### src/rtl/cfg_req_64to32_bridge_pkg.sv
// cfg_req_64to32_bridge_pkg: shared config request/ack types, bridge states and helpers
package cfg_req_64to32_bridge_pkg;

    typedef enum logic [3:0] {
        MRD   = 4'h0,
        MWR   = 4'h1,
        IORD  = 4'h2,
        IOWR  = 4'h3,
        CFGRD = 4'h4,
        CFGWR = 4'h5,
        CRRD  = 4'h6,
        CRWR  = 4'h7
    } cfg_opcode_t;

    typedef struct packed {
        logic        valid;
        cfg_opcode_t opcode;
        logic [47:0] addr;
        logic [7:0]  be;
        logic [63:0] data;
        logic [7:0]  sai;
        logic [7:0]  fid;
        logic [2:0]  bar;
    } cfg_req_64bit_t;

    typedef struct packed {
        logic        valid;
        cfg_opcode_t opcode;
        logic [47:0] addr;
        logic [3:0]  be;
        logic [31:0] data;
        logic [7:0]  sai;
        logic [7:0]  fid;
        logic [2:0]  bar;
    } cfg_req_32bit_t;

    typedef struct packed {
        logic        read_valid;
        logic        read_miss;
        logic        write_valid;
        logic        write_miss;
        logic        sai_successfull;
        logic [63:0] data;
    } cfg_ack_64bit_t;

    typedef struct packed {
        logic        read_valid;
        logic        read_miss;
        logic        write_valid;
        logic        write_miss;
        logic        sai_successfull;
        logic [31:0] data;
    } cfg_ack_32bit_t;

    typedef enum logic [2:0] {
        IDLE,
        ISSUE_LO,
        WAIT_LO,
        ISSUE_HI,
        WAIT_HI,
        RESP
    } bridge_state_t;

    typedef struct packed {
        logic        rm;
        logic        wm;
        logic        sai;
        logic [31:0] data;
    } half_res_t;

    // A half that is never issued must not disturb the merged ack.
    localparam half_res_t HALF_NONE = '{rm: 1'b0, wm: 1'b0, sai: 1'b1, data: 32'h0};

    localparam int CR_HI_DWORD_BIT = 2;

    function automatic logic f_cfg_is_write(input cfg_opcode_t op);
        return op[0];
    endfunction

endpackage

### src/rtl/cfg_req_64to32_bridge_ack_timer.sv
// cfg_ack_timer: saturating wait counter with clear, enable and terminal count
module cfg_ack_timer #(
    parameter int TIMEOUT_CYC = 256,
    parameter int CNT_W       = $clog2(TIMEOUT_CYC)
) (
    input  logic clk,
    input  logic rst,
    input  logic i_clr,
    input  logic i_en,
    output logic o_tc
);
    logic [CNT_W-1:0] r_cnt;

    assign o_tc = r_cnt == CNT_W'(TIMEOUT_CYC - 1);

    // Count wait cycles, holding at terminal count until cleared
    always_ff @(posedge clk) begin
        if (rst || i_clr)
            r_cnt <= '0;
        else if (i_en && !o_tc)
            r_cnt <= r_cnt + 1'b1;
    end
endmodule

### src/rtl/cfg_req_64to32_bridge.sv
// cfg_req_64to32_bridge: splits 64-bit config accesses into 32-bit CR accesses and merges the acks
module cfg_req_64to32_bridge
    import cfg_req_64to32_bridge_pkg::*;
#(
    parameter int TIMEOUT_CYC = 256
) (
    input  logic           clk,
    input  logic           rst,
    input  cfg_req_64bit_t up_req,
    output logic           up_ready,
    output cfg_ack_64bit_t up_ack,
    output cfg_req_32bit_t dn_req,
    input  cfg_ack_32bit_t dn_ack,
    output logic           timeout_pulse,
    output logic           spurious_ack
);
    localparam int CNT_W = $clog2(TIMEOUT_CYC);

    bridge_state_t  r_state, w_nxt;
    cfg_req_64bit_t r_req, w_src;
    half_res_t      r_lo, r_hi, w_lo, w_hi, w_res;
    cfg_ack_64bit_t r_up_ack, w_up_ack;
    cfg_req_32bit_t r_dn_req, w_dn;
    logic           r_ready, r_to, r_sp;
    logic           w_tc, w_ack, w_in_wait, w_wr, w_miss, w_hi_sel;
    logic [47:0]    w_dn_addr;

    assign w_ack     = dn_ack.read_valid | dn_ack.write_valid | dn_ack.read_miss | dn_ack.write_miss;
    assign w_in_wait = r_state == WAIT_LO || r_state == WAIT_HI;
    assign w_wr      = f_cfg_is_write(r_req.opcode);
    assign w_src     = r_state == IDLE ? up_req : r_req;
    assign w_hi_sel  = w_nxt == ISSUE_HI;

    cfg_ack_timer #(.TIMEOUT_CYC(TIMEOUT_CYC), .CNT_W(CNT_W)) u_timer (
        .clk   (clk),
        .rst   (rst),
        .i_clr (r_state == ISSUE_LO || r_state == ISSUE_HI),
        .i_en  (w_in_wait),
        .o_tc  (w_tc)
    );

    // Next state and per-half results; an ack beats a coincident terminal count
    always_comb begin
        w_nxt = r_state;
        w_lo  = r_lo;
        w_hi  = r_hi;
        w_res = w_ack ? half_res_t'{rm: dn_ack.read_miss, wm: dn_ack.write_miss,
                                    sai: dn_ack.sai_successfull, data: dn_ack.data}
                      : half_res_t'{rm: !w_wr, wm: w_wr, sai: 1'b0, data: 32'h0};
        case (r_state)
            IDLE: if (up_req.valid) begin
                w_nxt = (up_req.be[3:0] != 4'h0 || up_req.be[7:4] == 4'h0) ? ISSUE_LO : ISSUE_HI;
                w_lo  = HALF_NONE;
                w_hi  = HALF_NONE;
            end
            ISSUE_LO: w_nxt = WAIT_LO;
            ISSUE_HI: w_nxt = WAIT_HI;
            WAIT_LO: if (w_ack || w_tc) begin
                w_nxt = r_req.be[7:4] != 4'h0 ? ISSUE_HI : RESP;
                w_lo  = w_res;
            end
            WAIT_HI: if (w_ack || w_tc) begin
                w_nxt = RESP;
                w_hi  = w_res;
            end
            default: w_nxt = IDLE;
        endcase
        w_miss   = w_lo.rm | w_lo.wm | w_hi.rm | w_hi.wm;
        w_up_ack = '{read_valid:      !w_wr && !w_miss,
                     read_miss:       w_lo.rm | w_hi.rm,
                     write_valid:     w_wr && !w_miss,
                     write_miss:      w_lo.wm | w_hi.wm,
                     sai_successfull: w_lo.sai & w_hi.sai,
                     data:            {w_hi.data, w_lo.data}};
    end

    // Build the downstream access for whichever half is about to issue
    always_comb begin
        w_dn_addr = {w_src.addr[47:3], 3'b000};
        w_dn_addr[CR_HI_DWORD_BIT] = w_hi_sel;
        w_dn = '{valid:  w_src.valid,
                 opcode: w_src.opcode,
                 addr:   w_dn_addr,
                 be:     w_hi_sel ? w_src.be[7:4] : w_src.be[3:0],
                 data:   w_hi_sel ? w_src.data[63:32] : w_src.data[31:0],
                 sai:    w_src.sai,
                 fid:    w_src.fid,
                 bar:    w_src.bar};
    end

    // State, captured request and registered outputs
    always_ff @(posedge clk) begin
        if (rst) begin
            r_state  <= IDLE;
            r_req    <= '0;
            r_lo     <= HALF_NONE;
            r_hi     <= HALF_NONE;
            r_ready  <= 1'b1;
            r_up_ack <= '0;
            r_dn_req <= '0;
            r_to     <= 1'b0;
            r_sp     <= 1'b0;
        end else begin
            r_state  <= w_nxt;
            if (r_state == IDLE && up_req.valid)
                r_req <= up_req;
            r_lo     <= w_lo;
            r_hi     <= w_hi;
            r_ready  <= w_nxt == IDLE;
            r_up_ack <= w_nxt == RESP ? w_up_ack : '0;
            r_dn_req <= (w_nxt == ISSUE_LO || w_nxt == ISSUE_HI) ? w_dn : '0;
            r_to     <= w_in_wait && w_tc && !w_ack;
            r_sp     <= w_ack && !w_in_wait;
        end
    end

    assign up_ready      = r_ready;
    assign up_ack        = r_up_ack;
    assign dn_req        = r_dn_req;
    assign timeout_pulse = r_to;
    assign spurious_ack  = r_sp;
endmodule
### config.mk
export PLATFORM = sky130hd
export DESIGN_NAME = cfg_req_64to32_bridge
export DESIGN_NICKNAME = d
export VERILOG_FILES = /design/src/rtl/cfg_req_64to32_bridge_pkg.sv /design/src/rtl/cfg_req_64to32_bridge_ack_timer.sv /design/src/rtl/cfg_req_64to32_bridge.sv
export SDC_FILE = /design/constraint.sdc
export NUM_CORES = 1
export LEC_CHECK = 0
export ABC_AREA = 0
export CAP_MARGIN = 25
export CORE_AREA = 2 2 236 145
export CTS_BUF_LIST = sky130_fd_sc_hd__clkbuf_16
export CTS_CLUSTER_SIZE = 30
export DETAILED_ROUTE_END_ITERATION = 10
export DIE_AREA = 0 0 238 147
export GPL_ROUTABILITY_DRIVEN = 0
export PLACE_DENSITY = 0.8
export SKIP_LAST_GASP = 1
export SLEW_MARGIN = 20
export SYNTH_ARGS = -nofsm -noshare
export SYNTH_HDL_FRONTEND = slang
export SYNTH_SLANG_ARGS = --single-unit
### constraint.sdc
create_clock -name clk -period 5.8 [get_ports clk]
set_clock_uncertainty 0.2 [all_clocks]
set_input_delay 1.16 -clock clk [delete_from_list [all_inputs] [get_ports clk]]
set_output_delay 1.16 -clock clk [all_outputs]
set_load 0.02 [all_outputs]
======== Yosys cells after proc, flatten, opt, wreduce, memory -nomap -nowiden ========
Index checks and enable logic that the tools add are counted.
storage, ports and cells
  bits in registers ....................... 405
  input bits .............................. 183
  output and inout bits ................... 180
  word-level logic and storage cells ...... 97
operators by class
  $add $sub $neg .......................... 1
  equal/unequal tests ..................... 8
  multiplexer cells ....................... 16
  bitwise gates (word level) .............. 11
  reduce and logical (&&, ||, !) cells .... 25
operator list
  cell                                                                   number
  35-bit 2-to-1 mux                                                      5
  144-bit 2-to-1 mux                                                     1
  35-bit one-hot mux with 2 select lines                                 2
  32-bit 2-to-1 mux                                                      1
  3-bit one-hot mux with 5 select lines                                  1
  3-bit 2-to-1 mux                                                       4
  3-bit by 2-bit equality test with 1-bit output, second input constant  3
  8-bit by 1-bit adder with 8-bit output, second input constant          1
  8-bit equality test, second input constant                             1
  1-bit bitwise OR                                                       8
  4-bit nonzero test                                                     2
  1-bit logical AND                                                      7
  3-bit by 1-bit equality test with 1-bit output, second input constant  2
  3-bit equality test, second input constant                             2
  3-bit logical NOT                                                      2
  1-bit logical OR                                                       6
  1-bit logical NOT                                                      5
  4-bit logical NOT                                                      1
  4-bit 2-to-1 mux                                                       1
  2-bit OR reduction                                                     2
  2-bit 2-to-1 mux                                                       1
  1-bit NOT                                                              2
  1-bit bitwise AND                                                      1

======== Longest topological paths before layout ========
  depth in word-level cells ............... 11
  depth in mapped cells ................... 10
  mapped depth without buffers ............ 6

======== By module ========
From an unflattened synthesis, not the netlist that was laid out.
unflattened totals
  cell total of the unflattened synthesis .. 1607
  area total of the unflattened synthesis .. 14601.5 um2
modules (own cells, without submodules)
  module                 times used  cells an instance  area an instance (um2)  sequential area each (um2)
  cfg_req_64to32_bridge  1           1558               14176.1                 7847.5
  cfg_ack_timer          1           49                 425.4                   160.2

======== Worst setup path before layout ========
Ideal clock, no wire load.
  path kind ............................... input-to-reg
  start ................................... input dn_ack[33] (netlist name)
  end ..................................... register r_dn_req, in the netlist dn_req[34]
  library setup time ...................... 0.146 ns
  arrival ................................. 2.693 ns
  required time ........................... 5.454 ns
  path slack .............................. 2.760 ns
  stages .................................. 8
  buffers on the path ..................... 3
  path through ............................ or4_1 -> buf_2 -> a211oi_4 -> nor2_1 -> buf_6 -> buf_6 -> a221oi_2 -> a211oi_2
on the way
  word-level cells in the longest chain between the ends .. 8
  elaborated cells on any way between the ends .. 11
  classes of those cells .................. eq/ne: 2; mux: 4; bitwise: 2; reduce/logical: 3
RTL lines
  element                                                                                                                  line                                                       text
  start: declaration                                                                                                       cfg_req_64to32_bridge.sv:13                                input cfg_ack_32bit_t dn_ack,
  1-bit bitwise OR *                                                                                                       cfg_req_64to32_bridge.sv:28                                assign w_ack = dn_ack.read_valid | dn_ack.write_valid | dn_ack.read_miss | dn_ack.write_miss;
  1-bit logical OR *                                                                                                       cfg_req_64to32_bridge.sv:58, cfg_req_64to32_bridge.sv:62
  3-bit 2-to-1 mux, on equally long branches                                                                               cfg_req_64to32_bridge.sv:62, cfg_req_64to32_bridge.sv:58
  3-bit one-hot mux with 5 select lines *                                                                                  cfg_req_64to32_bridge.sv:50                                case (r_state)
  3-bit by 1-bit equality test with 1-bit output / 3-bit by 2-bit equality test with 1-bit output (equally long branches)  cfg_req_64to32_bridge.sv:111, cfg_req_64to32_bridge.sv:32
  1-bit logical OR                                                                                                         cfg_req_64to32_bridge.sv:111                               r_dn_req <= (w_nxt == ISSUE_LO || w_nxt == ISSUE_HI) ? w_dn : '0;
  1-bit NOT (no source line)                                                                                               -
  2-bit OR reduction (no source line)                                                                                      -
  end signal: assignment                                                                                                   cfg_req_64to32_bridge.sv:111
  end: declaration                                                                                                         cfg_req_64to32_bridge.sv:23                                cfg_req_32bit_t r_dn_req, w_dn;
Every way passes the cells marked *; elsewhere a longest branch is shown, timed or not.
A chain may end at the register's enable or synchronous reset.

======== Worst setup path in the final report ========
  start ................................... input up_req[143] (netlist name)
  end ..................................... register r_dn_req, in the netlist dn_req[24]
on the way
  word-level cells in the longest chain between the ends .. 6
  elaborated cells on any way between the ends .. 8
  classes of those cells .................. eq/ne: 2; mux: 3; bitwise: 1; reduce/logical: 2
RTL lines
  element                                                                                                                  line                                                       text
  start: declaration                                                                                                       cfg_req_64to32_bridge.sv:9                                 input cfg_req_64bit_t up_req,
  3-bit 2-to-1 mux *                                                                                                       cfg_req_64to32_bridge.sv:51                                IDLE: if (up_req.valid) begin
  3-bit one-hot mux with 5 select lines *                                                                                  cfg_req_64to32_bridge.sv:50
  3-bit by 1-bit equality test with 1-bit output / 3-bit by 2-bit equality test with 1-bit output (equally long branches)  cfg_req_64to32_bridge.sv:111, cfg_req_64to32_bridge.sv:32
  1-bit logical OR                                                                                                         cfg_req_64to32_bridge.sv:111
  1-bit NOT (no source line)                                                                                               -
  2-bit OR reduction (no source line)                                                                                      -
Marks and branches as above.

==> impl_metrics.env <==
export IMPL_grt_pass1_wl_mm=66.7
export IMPL_placementRows=52
export IMPL_grt_antenna_before_repair=3
export IMPL_h_tree_depth=2
export IMPL_port_buffers=357
export IMPL_initial_core_util_pct=44.3
export IMPL_clk_pin_slew_ps=60
export IMPL_wire_per_inst_um=17.8
export IMPL_first_pass_iters=5
export IMPL_grt_usage_pct=23.6
export IMPL_p_leak_nw=7.17
export IMPL_comb_power_share_pct=40.7
export IMPL_crit_type="in2reg"
export IMPL_avgViaCountPerCell=5.38
export IMPL_grt_max_degree=142
export IMPL_ys_top_cells_by_count="nand2_1 (430), dfxtp_1 (400), a21oi_1 (224), nor2_1 (146), clkbuf_1 (72)"
export IMPL_vias=12828
export IMPL_die_y_um=147
export IMPL_maxCapViolations=0
export IMPL_fin_tns_setup_ps=0
export IMPL_p_int_mw=6.30
export IMPL_holdCritPathClass="reg2reg"
export IMPL_crit_chain="clkdlybuf4s50_1 > nor4b_2 > o21bai_1 > nor2_4 > and2_2 > buf_4 > a211oi_2"
export IMPL_synth_distinct_cells=59
export IMPL_drt_met1_wl_mm=17.9
export IMPL_critical_path_startpoint_type="input port"
export IMPL_met2_length_mm=19.7
export IMPL_status="complete, no violations"
export IMPL_timing_fmax_mhz=247
export IMPL_top_layer="met5"
export IMPL_numClockSinks=400
export IMPL_core_area_um2=33100
export IMPL_cts_hold_buffers=0
export IMPL_tightest_slew_ps=1020
export IMPL_fin_area_um2=19600
export IMPL_ys_async_sr_fraction_pct=0
export IMPL_critPathMaxFanout=28
export IMPL_cp_required_ps=5990
export IMPL_drc=0
export IMPL_finalCritPeriodShare_pct=69.8
export IMPL_wl_met3_mm=3.23
export IMPL_cts_buffer_depth=3
export IMPL_period_minus_slack_ps=4050
export IMPL_critical_path_slowest_cell="and2_2"
export IMPL_worst_ep_arrival_time_ps=4230
export IMPL_setup_violations=0
export IMPL_synth_top_cell_by_area="dfxtp_1"
export IMPL_cp_num_buf_inv=2
export IMPL_critical_path_top_delay_family="simple AND/OR/NAND/NOR gates"
export IMPL_worstSkewPairLatency_ps=540
export IMPL_root_buffer="clkbuf_16"
export IMPL_ios=363
export IMPL_powerDensity_nw_per_um2=528
export IMPL_yosysTopAreaCellShare_pct=54.7
export IMPL_synth_edff_count=0
export IMPL_p_seq_share_pct=34.7
export IMPL_wl_mm=42.4
export IMPL_cts_repair_resized=0
export IMPL_p_sw_mw=4.06
export IMPL_grt_pass1_vias=12289
export IMPL_drive_gt1_share_pct=7.79
export IMPL_finalHoldViolCount=0
export IMPL_critPathCaptureType="flip-flop"
export IMPL_yosysWarnings=0
export IMPL_postLayoutCoreUtil_pct=59.3
export IMPL_dp_hpwl_mm=27.0
export IMPL_ys_ff_latch=400
export IMPL_die_area_um2=35000
export IMPL_grt_overflow_total=0
export IMPL_yosysMostFrequentCell="nand2_1"
export IMPL_clockPowerShare_pct=24.6
export IMPL_ant_nets=0
export IMPL_drv_slew=0
export IMPL_fin_nets=2108
export IMPL_avgSynthCellArea_um2=8.92
export IMPL_seq_area_frac_synth_pct=54.7
export IMPL_relSlewSlack_pct=32.0
export IMPL_total_power_mw=10.4
export IMPL_cts_tree="done"
export IMPL_vdd_drop_max_mv=0.481
export IMPL_syn_inst=1643
export IMPL_post_cts_setup_buffer_count=0
export IMPL_cts_buffers_inserted=38
export IMPL_rsz0062_at_grt="false"
export IMPL_placed_area_um2=18300
export IMPL_ys_flop_type="dfxtp_1"
export IMPL_max_stage_delay_ps=830
export IMPL_synth_area_leaders="dfxtp_1 (55%), nand2_1 (11%), a21oi_1 (7.7%)"
export IMPL_syn_area_um2=14700
export IMPL_first_iter_violations=1024
export IMPL_area_growth_pct=33.8
export IMPL_switching_share_pct=39.2
export IMPL_die_x_um=238
per-layer routing:
metal	vias to the layer above	GRT usage (%)
met5	-	0
met4	2	9.88
met3	103	5.45
met2	480	37.6
met1	6145	31.0
li1	6098	-
registers in the layout (all words and copies together) (netlist names):
register       flops
r_req            141
dn_req           106
up_ack            69
r_hi              35
r_lo              35
u_timer.r_cnt      8
r_state            3
spurious_ack       1
timeout_pulse      1
up_ready           1
cell families (layout without fill, tap and decap cells):
logic type / after synthesis / count (layout) / share of synthesized area [%]
simple gates: 658 / 658 / 18.5
compound gates: 405 / 405 / 19.4
flops: 400 / 400 / 54.7
buf+inv: 135 / 442 / 4.42
mux: 36 / 36 / 2.46
xor+xnor: 7 / 7 / 0.418
fa+ha+maj: 1 / 1 / 0.0854
other cells: 1 / 4 / 0.0256
power groups by stage:
stage / clock [mW] / combinational, mW / sequential [mW]
after floorplan: 0 / 2.55 / 3.92
after global placement: 0 / 4.13 / 3.63
after detailed placement: 0 / 4.22 / 3.65
after CTS: 2.59 / 4.24 / 3.60
after global routing: 2.71 / 4.56 / 3.65
final: 2.55 / 4.22 / 3.60
placed cells by master, fill, tap and decap left out, types with 4 or more instances in the layout:
| cell | instances |
|---|---|
| a211oi_1 | 8 |
| a211oi_2 | 31 |
| a21o_1 | 5 |
| a21oi_1 | 224 |
| a21oi_2 | 10 |
| a221oi_1 | 19 |
| a221oi_2 | 17 |
| a22oi_1 | 53 |
| and2_1 | 37 |
| buf_4 | 12 |
| bufinv_16 | 6 |
| clkbuf_16 | 38 |
| clkdlybuf4s50_1 | 356 |
| clkinv_1 | 10 |
| clkinv_2 | 5 |
| dfxtp_1 | 400 |
| inv_1 | 5 |
| mux2i_1 | 36 |
| nand2_1 | 428 |
| nand2b_1 | 5 |
| nand3_1 | 6 |
| nor2_1 | 143 |
| nor3_1 | 5 |
| nor4_1 | 4 |
| o21a_1 | 14 |
| o21ai_0 | 5 |
| xor2_1 | 4 |
per-stage QoR:
step / worst slack [ps] / cells / hold slack (ps)
after floorplan: 2760 / 1644 / 232
after global placement: 1350 / 2315 / 237
after detailed placement: 1290 / 2316 / 243
after CTS: 1830 / 2383 / 252
after global routing: 1660 / 2385 / 263
final: 1750 / 2385 / 250
worst paths after layout:
path	startpoint	endpoint	slack [ps]	depth (start not counted)
min reg2reg	r_req[83]	r_req[83]	250	2
max	up_req[143]	dn_req[24]	1750	7
max reg2reg	r_state[1]	dn_req[24]	2400	6
min	r_req[83]	r_req[83]	250	2
area by class of cell:
cell class / count / area (µm²)
Clock buffer: 38 / 951
Fill cell: 2701 / 13500
Antenna cell: 2 / 5.00
Sequential cell: 400 / 8010
Timing Repair Buffer: 373 / 3740
Tap cell: 432 / 541
Inverter: 2 / 7.51
Clock inverter: 29 / 304
Multi-Input combinational cell: 1109 / 6050
worst register-to-register path, stage by stage, from the launching register on:
cell and delay [ps]:
dfxtp_1 510, nor4b_2 600, o21bai_1 240, nor2_4 410, and2_2 840, buf_4 370, a211oi_2 100
No activity file was read; power rests on OpenSTA's default activity.
==> variant 1, RTL diff (same flow settings) <==
The output `timeout_pulse` loses its register stage (`r_to` becomes a continuous assignment).
--- a/src/rtl/cfg_req_64to32_bridge.sv
+++ b/src/rtl/cfg_req_64to32_bridge.sv
@@ -100,3 +100,2 @@
             r_dn_req <= '0;
-            r_to     <= 1'b0;
             r_sp     <= 1'b0;
@@ -111,3 +110,2 @@
             r_dn_req <= (w_nxt == ISSUE_LO || w_nxt == ISSUE_HI) ? w_dn : '0;
-            r_to     <= w_in_wait && w_tc && !w_ack;
             r_sp     <= w_ack && !w_in_wait;
@@ -115,2 +113,4 @@
     end
+
+    assign r_to = w_in_wait && w_tc && !w_ack;
 
Function: no difference found for any inputs over 4 cycles, from zero or initial values and one cycle with rst high; that may be too few to reach the edited logic, so the function may still have changed.
==> variant 1 against the unedited design <==
Critical path depth fell by 2. Cell area down 0.94%. Synthesized area shrank 1.6%. Routed wire length increased by 1.8%. Utilization fell by 0.56 points. Worst setup slack worse by 740 ps. Sequential cell count down 1. Synthesized cell count about the same. Highest routed layer is now met4.
Power is not compared: it rests on default switching activity, and its combinational part moved more than twofold at a synthesized area within 25%.
==> variant 1: results (changes against the unedited design) <==
GRT
  • Global-route wire length before repair: 66600 microns (-0.22%)
  • Met2 usage: 36.4% (-1.2 points)
  • Largest net degree at the start of global routing: 135 (-4.9%)
  • Initial antenna violation count: 4 (+1)
  • Vias in the first global route: 12257 (-0.26%)
  • Met3 usage: 6.82% (+1.4 points)

Layout
  • Nonclk inv count: 3 (+1)
  • Buffer share of cell area: 19.2% (+0.13 points)
  • Nets: 2107 (-0.047%)
  • Sequential cell area share: 41.1% (+0.28 points)
  • Number of antenna diodes: 4 (+2)
  • Layout cells sized above 1: 6.40% (-1.4 points)
  • # fillers: 2773 (+2.7%)

Timing
  • Worst slew margin: 33.2% (+1.3 points)

Route
  • Top Metal Used: met4
  • Via count: 12910 (+0.64%)
  • Met3 WL: 4050 microns (+26%)

Synth
  • Most frequent cells after synthesis: nand2_1, dfxtp_1, a21oi_1
  • Post-synthesis sequential area ratio: 55.4% (+0.73 points)
  • Largest cells by area after synthesis: dfxtp_1, nand2_1, a21oi_1, nor2_1, a211oi_2

Outcome
  • Status: completed

Clock tree
  • Clock Sinks: 399 (-0.25%)
  • Total CTS buffers: 37 (-2.6%)

Worst setup path
  • Slowest stage delay, CP: 730 ps (-100 ps)

Placed design
  • Pre-CTS setup slack: 1040 ps (-247 ps)
[variant 1: cell count changes in the layout (fill, tap and decap cells not counted), sizes merged, moves of 3 or more]
cell,before,now
a21o,5,2
clkinvlp,1,4
nor2,147,150
nand2b,5,0
[variant 1: final timing paths]
kind,start,to,slack (ps),cells after the start
worst max-delay path,dn_ack[33],timeout_pulse,1010,5
worst min register to register,r_req[49],r_req[49],250,2
worst min-delay path,r_req[49],r_req[49],250,2
worst max register to register,u_timer.r_cnt[0],dn_req[19],2490,7
[variant 1: power by group through the flow]
stage	sequential [mW]	combinational, mW	clock (mW)
floorplan	3.25	1.03	0
global placement	3.15	1.76	0
detailed placement	3.16	1.80	0
CTS	3.10	1.81	2.57
global route	3.12	1.95	2.69
finish	3.10	1.81	2.53
[variant 1: worst register-to-register path: stages, from the launching register on]
cell      delay [ps]
dfxtp_1          370
ha_1             290
nand3_1          230
o21ai_2          640
o211a_1          420
nand2_4          480
buf_12           380
a211oi_1         220
==> variant 2, RTL diff (same flow settings) <==
Made on the original files. `TIMEOUT_CYC` is set to 256 in 2 places; all go to 512.
--- a/src/rtl/cfg_req_64to32_bridge_ack_timer.sv
+++ b/src/rtl/cfg_req_64to32_bridge_ack_timer.sv
@@ -2,3 +2,3 @@
 module cfg_ack_timer #(
-    parameter int TIMEOUT_CYC = 256,
+    parameter int TIMEOUT_CYC = 512,
     parameter int CNT_W       = $clog2(TIMEOUT_CYC)
--- a/src/rtl/cfg_req_64to32_bridge.sv
+++ b/src/rtl/cfg_req_64to32_bridge.sv
@@ -4,3 +4,3 @@
 #(
-    parameter int TIMEOUT_CYC = 256
+    parameter int TIMEOUT_CYC = 512
 ) (
Check against the original RTL: no difference found for any inputs over 4 cycles, from zero or initial values and one cycle with rst high; that may be too few to reach the edited logic, so the function may still have changed.
==> variant 2 against the unedited design <==
Sequential cell count rose by 1. Maximum frequency rose by 9.5%. Cell count rose by 1.8%. Global-route usage fell by 0.87 points. Critical path depth rose by 1. Cell area fell by 1.9%. Synthesized cell count rose by 2.2%. Routed wire length fell by 3.1%. Synthesized area fell by 2.9%. Utilization fell by 1.2 points. Worst setup slack improved by 350 ps. Largest cell class unchanged.
Power is not compared: it rests on default switching activity, and its combinational part moved more than twofold at a synthesized area within 25%.
==> variant 2: results (changes against the unedited design) <==
Synth
  • Synth Area in Compound Gates: 17.1% (-2.3 points)
  • Post-Synth Adder-Cell Area: 0.176% (+0.090 points)
  • Post-synthesis cell type count: 54 (-8.5%)
  • Mux share of post-synthesis cell area: 1.17% (-1.3 points)
  • Syn Area/Cell: 8.47 sq um (-5.0%)
  • Post-Synth XOR/XNOR Area: 0.492% (+0.074 points)
  • Largest cells by area after synthesis: dfxtp_1, nand2_1, a21oi_1, nor2_1, a22oi_1
  • Most frequent cells after synthesis: nand2_1, dfxtp_1, a21oi_1

Min path
  • Hold Path Sink: dn_req[8]
  • Launch point of the worst hold path: r_req[8]

Timing
  • Hold WS: 253 ps (+3.57 ps)
  • Worst slew margin: 36.9% (+4.9 points)

GRT
  • Vias in the first global route: 12225 (-0.52%)
  • Total GRT Usage: 22.7% (-0.87 points)
  • Largest net degree at the start of global routing: 145 (+2.1%)
  • Initial antenna violation count: 7 (+4)

Worst setup path
  • Reg2reg path depth: 10 (+4)
  • R2R setup slack: 2370 ps (-30 ps)
  • CP Data Arrival Time: 3890 ps (-340 ps)
  • Slowest stage cell, crit path: a211o_4
  • R2R Path End: dn_req[7]
  • Crit path max-delay family: compound AO/OA/AOI/OAI gates
  • CP Launch Point: dn_ack[33]
  • Slowest stage delay, CP: 660 ps (-170 ps)
  • Worst-path maximum fanout: 52 (+86%)
  • RR Startpoint: u_timer.r_cnt[0]

Placed design
  • Dpl cell area: 18000 sq um (-1.7%)
  • Inst Count DP: 2359 (+1.9%)
  • Pre-CTS setup slack: 1560 ps (+278 ps)

Layout
  • Layout cells sized above 1: 7.34% (-0.45 points)
  • Nets: 2151 (+2.0%)

Clock tree
  • Total CTS buffers: 37 (-2.6%)
  • Clock Latency Late Sink: 530 ps

Route
  • Via/cell ratio: 5.20 (-3.3%)
  • Via count: 12634 (-1.5%)
  • Starting DRT DRC Count: 941 (-8.1%)

Outcome
  • Status: completed
-- variant 2: metal layers --
metal / routed length, microns / part of all wire, % / global-route usage (%)
met1: 17000 / 41 / 28.7
met5: 13 / 0.032 / 0
met2: 19200 / 47 / 37.2
met4: 1300 / 3.2 / 8.78
met3: 3590 / 8.7 / 6.24
-- variant 2: cells by family (layout without fill, tap and decap cells) --
group           Yosys count  after routing
xor+xnor                  8              8
mux                      15             15
fa+ha+maj                 2              2
flops                   401            401
compound gates          398            398
buf+inv                 135            445
other cells               1              8
simple gates            719            719
-- variant 2: area by class of cell --
type | instances | area (sq um)
Timing Repair Buffer | 377 | 3790
Multi-Input combinational cell | 1144 | 5660
Fill cell | 2801 | 13800
Sequential cell | 401 | 8030
Inverter | 5 | 18.8
Clock inverter | 26 | 245
Antenna cell | 6 | 15.0
Tap cell | 432 | 541
Clock buffer | 37 | 926
-- variant 2: tightest hold or removal path, cell delays in order, from the launching register on --
cell and delay (ps):
dfxtp_1 310, nand2_1 50, a21oi_1 50
